<file path="config.mk">
export PLATFORM = sky130hd
export DESIGN_NAME = usr_sequencer
export DESIGN_NICKNAME = d
export VERILOG_FILES = /design/src/rtl/usr_sequencer.sv
export SDC_FILE = /design/constraint.sdc
export NUM_CORES = 1
export LEC_CHECK = 0
export BUFFER_PORTS_ARGS = -buffer_cell sky130_fd_sc_hd__buf_2
export CORE_UTILIZATION = 51
export CTS_CLUSTER_SIZE = 24
export DETAILED_ROUTE_END_ITERATION = 7
export GPL_TIMING_DRIVEN = 1
export PLACE_DENSITY = 0.76
export SYNTH_ARGS = -nofsm -noshare
export SYNTH_HDL_FRONTEND = slang
export SYNTH_SLANG_ARGS = --single-unit
export TNS_END_PERCENT = 30
</file>
<file path="constraint.sdc">
create_clock -name clk -period 1.9 [get_ports clk]
set_input_delay 0.095 -clock clk [delete_from_list [all_inputs] [get_ports clk]]
set_output_delay 0.095 -clock clk [all_outputs]
set_load 0.05 [all_outputs]
</file>
<file path="src/rtl/usr_sequencer.sv">
// usr_sequencer
//   Command-driven controller for a 4-bit universal shift register. Accepts
//   LOAD / SHR / SHL / ROT commands over a valid/ready handshake, drives the
//   register's MODE and Data inputs, counts shift cycles, captures the serial
//   output stream and pulses done when a command completes.
//
// Ports
//   clk        : single clock, rising edge
//   rst        : synchronous active-high reset
//   cmd_valid  : command present
//   cmd_ready  : controller can accept a command (IDLE only)
//   cmd_op     : 0=LOAD 1=SHR 2=SHL 3=ROT
//   cmd_count  : shift cycles for SHR/SHL/ROT, ignored for LOAD
//   cmd_data   : parallel value for LOAD
//   pause      : freezes an in-progress shift sequence
//   serial_Q   : serial output of the shift register
//   Data       : parallel value to the register
//   MODE       : 0=hold 1=shr 2=shl 3=load 4=rotate right
//   busy       : command in progress
//   done       : one-cycle completion pulse
//   cap_data   : serial bits captured during the last command
module usr_sequencer #(
  parameter int CNT_W = 3,
  parameter int CAP_W = 8
) (
  input  logic             clk,
  input  logic             rst,
  input  logic             cmd_valid,
  output logic             cmd_ready,
  input  logic [1:0]       cmd_op,
  input  logic [CNT_W-1:0] cmd_count,
  input  logic [3:0]       cmd_data,
  input  logic             pause,
  input  logic             serial_Q,
  output logic [3:0]       Data,
  output logic [2:0]       MODE,
  output logic             busy,
  output logic             done,
  output logic [CAP_W-1:0] cap_data
);

  typedef enum logic [1:0] {
    S_IDLE,
    S_LOAD,
    S_SHIFT,
    S_DONE
  } state_t;

  localparam logic [1:0] OP_LOAD = 2'd0;
  localparam logic [1:0] OP_SHR  = 2'd1;
  localparam logic [1:0] OP_SHL  = 2'd2;

  localparam logic [2:0] MODE_HOLD = 3'd0;
  localparam logic [2:0] MODE_SHR  = 3'd1;
  localparam logic [2:0] MODE_SHL  = 3'd2;
  localparam logic [2:0] MODE_LOAD = 3'd3;
  localparam logic [2:0] MODE_ROT  = 3'd4;

  state_t           state, state_nxt;
  logic [CNT_W-1:0] cnt, cnt_nxt;
  logic [2:0]       mode_r, mode_nxt;
  logic [3:0]       data_nxt;
  logic [CAP_W-1:0] cap_nxt;
  logic             busy_nxt, done_nxt, ready_nxt;

  function automatic logic [2:0] shift_code(input logic [1:0] op);
    case (op)
      OP_SHR:  shift_code = MODE_SHR;
      OP_SHL:  shift_code = MODE_SHL;
      default: shift_code = MODE_ROT;
    endcase
  endfunction

  always_comb begin
    state_nxt = state;
    cnt_nxt   = cnt;
    mode_nxt  = mode_r;
    data_nxt  = Data;
    cap_nxt   = cap_data;
    busy_nxt  = busy;
    done_nxt  = 1'b0;
    ready_nxt = cmd_ready;

    case (state)
      S_IDLE: begin
        mode_nxt = MODE_HOLD;
        if (cmd_valid && cmd_ready) begin
          cap_nxt   = '0;
          ready_nxt = 1'b0;
          busy_nxt  = 1'b1;
          cnt_nxt   = cmd_count;
          if (cmd_op == OP_LOAD) begin
            state_nxt = S_LOAD;
            mode_nxt  = MODE_LOAD;
            data_nxt  = cmd_data;
          end else if (cmd_count != '0) begin
            state_nxt = S_SHIFT;
            mode_nxt  = shift_code(cmd_op);
          end else begin
            // Zero-length shift: straight to completion, MODE never leaves hold.
            state_nxt = S_DONE;
            done_nxt  = 1'b1;
            busy_nxt  = 1'b0;
          end
        end
      end

      S_LOAD: begin
        state_nxt = S_DONE;
        mode_nxt  = MODE_HOLD;
        done_nxt  = 1'b1;
        busy_nxt  = 1'b0;
      end

      S_SHIFT: begin
        if (!pause) begin
          cnt_nxt = cnt - CNT_W'(1);
          cap_nxt = {cap_data[CAP_W-2:0], serial_Q};
          if (cnt == CNT_W'(1)) begin
            state_nxt = S_DONE;
            mode_nxt  = MODE_HOLD;
            done_nxt  = 1'b1;
            busy_nxt  = 1'b0;
          end
        end
      end

      S_DONE: begin
        state_nxt = S_IDLE;
        mode_nxt  = MODE_HOLD;
        ready_nxt = 1'b1;
      end

      default: begin
        state_nxt = S_IDLE;
        mode_nxt  = MODE_HOLD;
        ready_nxt = 1'b1;
        busy_nxt  = 1'b0;
      end
    endcase
  end

  always_ff @(posedge clk) begin
    if (rst) begin
      state     <= S_IDLE;
      cnt       <= '0;
      mode_r    <= MODE_HOLD;
      Data      <= '0;
      cap_data  <= '0;
      busy      <= 1'b0;
      done      <= 1'b0;
      cmd_ready <= 1'b1;
    end else begin
      state     <= state_nxt;
      cnt       <= cnt_nxt;
      mode_r    <= mode_nxt;
      Data      <= data_nxt;
      cap_data  <= cap_nxt;
      busy      <= busy_nxt;
      done      <= done_nxt;
      cmd_ready <= ready_nxt;
    end
  end

  // The register samples MODE on the same edge that pause freezes the counter,
  // so the shift code is masked combinationally in the paused cycle itself;
  // a registered mask would let the register shift once more than counted.
  assign MODE = (state == S_SHIFT && pause) ? MODE_HOLD : mode_r;

endmodule

</file>
==> impl_metrics.py, run 1 <==
metrics = {
    "synth": {
        "synth_top_area_share_pct": 37.2,
        "ys_seq_area_share_pct": 37.2,
        "yosysTopAreaCell": "dfxtp_1",
        "synth-edff-count": 0,
        "ys_warn_count": 0,
        "synth_cells": 135,
        "syn_area_per_cell_sq_um": 9.16,
        "ys.flop_type": "dfxtp_1",
        "ys_top_cells_by_area": "dfxtp_1 37%, mux2i_1 11%, ha_1 9.1%",
        "synth-seq-cells": 23,
        "synth-async-reset-ratio_pct": 0,
        "syn_area_sq_mm": 0.00124,
        "syn_nets": 158,
        "yosysUniqueCellTypes": 36,
    },
    "sta": {
        "period_share_pct": 92.5,
        "worst_slew_margin_rel_pct": 72.4,
        "worstMarginPinSlew_ns": 0.414,
        "hold_viol": 0,
        "max_freq_ghz": 0.569,
        "rsz0062_at_grt": "false",
        "setup_tns_ns": 0,
        "setup_viol": 0,
        "drv_slew": 0,
        "fin_crit_ns": 1.76,
        "fin_skew_ns": 0.00243,
    },
    "grt": {
        "busiest_layer": "met2",
        "antenna_found_initial": 0,
        "use_met2_pct": 34.2,
        "grt_max_degree": 24,
        "grt_usage_pct": 21.0,
        "grt_pass1_vias": 1010,
        "grt_overflow": 0,
        "use_met3_pct": 3.57,
        "grt_pass1_wl_mm": 4.13,
        "grt_util_met1_pct": 26.9,
    },
    "layout": {
        "final_common_cell": "buf_2",
        "final_cell_mix": "30 x buf_2, 23 x dfxtp_1, 19 x nor2_1",
        "drive_above_1_share_pct": 27.8,
        "fillers": 203,
        "final_area_sq_mm": 0.00147,
        "synthToLayoutAreaGrowth_pct": 18.8,
        "fin_util_pct": 65.1,
        "regArea_sq_um": 460,
        "multi_input_area_sq_um": 702,
        "diodes": 0,
        "finalNetCount": 193,
    },
    "floorplanning": {
        "die_area_sq_mm": 0.00263,
        "placementRows": 17,
        "die_w_um": 51.2,
        "die_h_um": 51.2,
        "start_util_pct": 54.8,
        "core_area_sq_mm": 0.00225,
        "ioPinCount": 32,
    },
    "clock_tree": {
        "htree_levels": 1,
        "cts_buffers": 3,
        "root_buffer": "clkbuf_4",
        "path_clk_slew_ns": 0.13,
        "cts_setup_buffers": 0,
        "clock_path_buffers": 2,
        "cts_tree": "yes",
        "cts_sinks": 23,
        "clock_latency_ns": 0.31,
    },
    "route": {
        "vias": 1058,
        "first_iter_violations": 21,
        "totalWireLength_mm": 2.40,
        "drc": 0,
        "viasPerCell": 5.37,
        "first_pass_iters": 4,
        "ant_nets": 0,
        "wire_per_inst_um": 12.2,
    },
    "setup_path": {
        "cp_data_arrival_time_ns": 1.66,
        "start_kind": "register",
        "path_class": "reg -> out",
        "cp.required_ns": 1.80,
        "path_max_fanout": 12,
        "crit_path_end_kind": "primary output",
    },
    "power": {
        "vdd_drop_max_mv": 0.842,
        "p_per_area_mw_per_mm2": 1320,
        "leakagePower_nw": 0.717,
    },
    "placed_design": {
        "dp_hpwl_mm": 1.77,
        "place_area_sq_mm": 0.00143,
        "io_buffers": 31,
        "gp_congestion": 0.885,
    },
    "worst_hold_path": {
        "hold_path.class": "in -> reg",
    },
    "outcome": {
        "status": "completed",
    },
    "run": {
        "maxCapViolCount": 0,
    },
}
-- final cells by class --
cell class / count / area share (%)
clock buffer: 3 / 1.53
clock inverter: 1 / 0.341
inverter: 11 / 2.81
multi-input combinational: 96 / 47.8
sequential: 23 / 31.3
tap: 28 / 2.39
timing repair buffer: 35 / 13.8
-- flip-flops by register name (all words and copies together) (netlist names) --
signal     flops
cap_data       8
Data           4
cnt            3
mode_r         3
state          2
busy           1
cmd_ready      1
done           1
-- worst max-delay path: stages, from the launching register on --
cell and delay (ns):
dfxtp_1 0.40, inv_1 0.08, ha_1 0.28, buf_4 0.20, a21oi_1 0.12, buf_2 0.27
-- kinds of logic after synthesis --
logic type                 share of synthesized area, %
and+or+nand+nor                                    18.6
adders and majority gates                          9.11
buffers and inverters                              6.17
muxes                                              10.5
AOI/OAI and AO/OA                                  18.3
DFF                                                37.2
-- repair_timing --
action                                  4_1_cts  5_1_grt
gates resized for setup                       0        2
endpoints found under the setup margin        0        6
endpoints found under the hold margin         1        0
hold buffers                                  1        0
-- path summary, 6_finish.rpt --
path / slack [ns] / to / cells after the start / start
worst max register to register: 0.18 / cap_data[0]$_SDFFE_PP0P_ / 7 / state[0]$_SDFFE_PP0P_
worst max-delay path: 0.14 / MODE[1] / 5 / state[0]$_SDFFE_PP0P_
worst min-delay path: 0.004 / Data[0]$_SDFFE_PP0P_ / 3 / cmd_data[0]
worst min register to register: 0.46 / mode_r[2]$_SDFFE_PP0P_ / 2 / mode_r[2]$_SDFFE_PP0P_
-- cell usage after synthesis (2+ instances only) --
master,number
clkbuf_1,2
nor2_1,19
o21ai_0,6
o32ai_1,2
nor3_1,3
nand2_1,4
mux2i_1,13
a21oi_1,10
ha_1,9
nand2b_1,2
inv_1,11
and2_1,8
dfxtp_1,23
-- stage by stage --
step | hold WS [ns] | total power, W | setup slack (ns) | std cells
floorplan | 0.239 | 0.00149 | 0.0445 | 135
global placement | 0.325 | 0.00167 | 0.231 | 192
detailed placement | 0.334 | 0.00170 | 0.129 | 192
CTS | 0.0000156 | 0.00193 | 0.103 | 197
global route | 0.000830 | 0.00209 | 0.00270 | 197
finish | 0.00415 | 0.00193 | 0.143 | 197
-- power breakdown --
group	leakage (nW)	internal, W	switching, W
Clock	0.0177	0.0000786	0.000153
Sequential	0.187	0.000568	0.0000617
Combinational	0.512	0.000460	0.000612
Total	0.717	0.00111	0.000827
-- metal layers --
layer | vias up | part of all wire, %
met2 | 29 | 48
met1 | 493 | 47
met4 | 0 | 0.75
met3 | 4 | 4.6
met5 | - | 0
li1 | 532 | -
Note: power is estimated with default switching activity, not from simulation.
==> run 2: changes to the inputs <==
--- a/config.mk
+++ b/config.mk
@@ -6,6 +6,7 @@
 export NUM_CORES = 1
 export LEC_CHECK = 0
 export BUFFER_PORTS_ARGS = -buffer_cell sky130_fd_sc_hd__buf_2
+export CORE_ASPECT_RATIO = 1.25
 export CORE_UTILIZATION = 51
 export CTS_CLUSTER_SIZE = 24
 export DETAILED_ROUTE_END_ITERATION = 7
==> run 2 against run 1 <==
Critical path depth rose by 2. Cell count up 0.51%. Hold slack gained 0.019 ns. Total power shrank 1.9%. First-iteration DRC count unchanged. Routed wire length fell by 3.2%. Count of clock-buffer cells in the layout increased by 1. Largest cell class unchanged. Highest routed layer unchanged.
==> impl_metrics.py, run 2 (synthesis results as in run 1) <==
metrics = {
    "power": {
        "p_per_area_mw_per_mm2": 1310,
        "leakagePower_nw": 0.707,
        "p_int_w": 0.00109,
        "vdd_drop_max_mv": 0.888,
        "comb_power_share_pct": 55.0,
        "clockPowerShare_pct": 11.6,
        "switchingPower_w": 0.000809,
        "pwr-share-seq_pct": 33.4,
        "swShare_pct": 42.7,
    },
    "grt": {
        "grt_max_degree": 24,
        "grt_pass1_wl_mm": 3.84,
        "antenna_found_initial": 0,
        "grt_overflow": 0,
        "grt_pass1_vias": 944,
        "grt_usage_pct": 19.6,
    },
    "setup_path": {
        "crit_start": "state[0]$_SDFFE_PP0P_",
        "max_stage_delay_ns": 0.40,
        "critPathCapture": "cap_data[7]$_SDFFE_PP0P_",
        "cp_cell_sequence": "inv_1 > ha_1 > a21boi_4 > a211oi_4 > buf_12 > mux2i_1 > nor2_1",
        "reg2reg_depth": 7,
        "cp_data_arrival_time_ns": 1.96,
        "start_kind": "register",
        "path_max_fanout": 13,
        "cp.required_ns": 2.09,
        "r2r-start": "state[0]$_SDFFE_PP0P_",
        "crit_path_end_kind": "register",
        "reg2reg_slack_ns": 0.12,
        "reg2reg_to": "cap_data[7]$_SDFFE_PP0P_",
        "path_class": "reg -> reg",
        "slowest_stage": "dfxtp_1",
    },
    "floorplanning": {
        "core_area_sq_mm": 0.00223,
        "die_w_um": 46.0,
        "die_h_um": 57.0,
        "die_area_sq_mm": 0.00263,
        "start_util_pct": 55.3,
        "placementRows": 19,
        "ioPinCount": 32,
    },
    "route": {
        "wl_met2_mm": 1.15,
        "first_iter_violations": 21,
        "wire_per_inst_um": 11.7,
        "top_layer_used": "met4",
        "drc": 0,
        "viasPerCell": 5.28,
        "vias": 1046,
        "m1WireLength_mm": 1.06,
        "wl_met3_um": 91,
        "totalWireLength_mm": 2.32,
        "first_pass_iters": 4,
        "ant_nets": 0,
    },
    "sta": {
        "worst_slew_margin_rel_pct": 71.9,
        "holdWs_ns": 0.0235,
        "drv_slew": 0,
        "fin_skew_ns": 0.0110,
        "worstMarginPinSlew_ns": 0.421,
        "setup_slack_ns": 0.123,
        "max_freq_ghz": 0.563,
        "setup_tns_ns": 0,
        "fin_crit_ns": 1.78,
        "hold_viol": 0,
        "setup_viol": 0,
        "rsz0062_at_grt": "false",
        "period_share_pct": 93.6,
    },
    "layout": {
        "diodes": 0,
        "regMostFlops": "cap_data",
        "final_common_cell": "buf_2",
        "finalNetCount": 191,
        "fillers": 198,
        "largest_register_ffs": 8,
        "final_cell_mix": "31 x buf_2, 23 x dfxtp_1, 19 x nor2_1",
        "finalNonFillerCells": 198,
        "drive_above_1_share_pct": 26.3,
        "reg.largest.list": "cap_data x8, Data x4",
        "multi_input_area_sq_um": 699,
        "synthToLayoutAreaGrowth_pct": 17.2,
        "regArea_sq_um": 460,
    },
    "clock_tree": {
        "root_buffer": "clkbuf_4",
        "post_cts_resized": 0,
        "clock_latency_ns": 0.30,
        "ctsHoldBuffers": 0,
        "cts_buffers": 3,
        "cts_tree": "yes",
        "clock_path_buffers": 2,
        "path_clk_slew_ns": 0.13,
        "cts_sinks": 23,
        "htree_levels": 1,
        "cts_setup_buffers": 0,
    },
    "placed_design": {
        "placedCellCount": 194,
        "gp_congestion": 0.831,
        "dp_hpwl_mm": 1.73,
        "post-place-ws_ns": 0.167,
        "io_buffers": 31,
    },
    "worst_hold_path": {
        "hold_path.class": "in -> reg",
    },
    "outcome": {
        "status": "completed",
    },
    "run": {
        "maxCapViolCount": 0,
    },
}
==> run 2: cell count changes in the layout (fill, tap and decap cells not counted) <==
cell / before / now
dlygate4sd3_1: 1 / 0
buf_4: 2 / 1
ha_2: 1 / 0
buf_2: 30 / 31
clkbuf_4: 4 / 3
clkbuf_1: 0 / 1
clkinv_2: 1 / 0
ha_1: 8 / 9
==> run 2: layout make-up <==
class	count	area share (%)
Multi-Input combinational cell	96	48.3
Inverter	11	2.85
Clock buffer	4	1.81
Sequential cell	23	31.8
Timing Repair Buffer	33	12.6
Tap cell	31	2.68
==> run 2: per-layer routing <==
layer  vias up  GRT usage [%]
li1        532              -
met1       491           25.0
met2        21           31.0
met3         2           4.11
met4         0           8.82
met5         -              0
==> run 2: worst min-delay path by stage <==
| stage | end | from | cells past startpoint |
|---|---|---|---|
| floorplan | Data[0]$_SDFFE_PP0P_ | cmd_data[0] | 2 |
| global placement | Data[0]$_SDFFE_PP0P_ | cmd_data[0] | 3 |
| detailed placement | Data[0]$_SDFFE_PP0P_ | cmd_data[0] | 3 |
| CTS | Data[0]$_SDFFE_PP0P_ | cmd_data[0] | 3 |
| global route | Data[3]$_SDFFE_PP0P_ | cmd_data[3] | 3 |
| finish | Data[0]$_SDFFE_PP0P_ | cmd_data[0] | 3 |
==> run 2: per-stage QoR <==
stage               total power, W  area [sq um]  utilization (%)
global placement           0.00166          1420             63.7
CTS                        0.00191          1450             64.8
floorplan                  0.00149          1240                -
finish                     0.00190          1450             64.8
global route               0.00203          1450             64.8
detailed placement         0.00168          1420             63.7
==> run 2: worst max-delay path, delay by kind of cell (launching register included) <==
| kind | cells | cell delay [ns] |
|---|---|---|
| buf+inv | 2 | 0.26 |
| flops | 1 | 0.40 |
| simple gates | 1 | 0.05 |
| fa+ha+maj | 1 | 0.28 |
| compound gates | 2 | 0.47 |
| mux | 1 | 0.20 |
==> run 2: power by group through the flow <==
stage / logic, W / registers (W) / clock network [W]
5_1_grt: 0.00113 / 0.000646 / 0.000255
6_report: 0.00104 / 0.000633 / 0.000220
3_5_place_dp: 0.00104 / 0.000645 / 0
3_3_place_gp: 0.00102 / 0.000638 / 0
4_1_cts: 0.00105 / 0.000634 / 0.000233
2_1_floorplan: 0.000759 / 0.000727 / 0
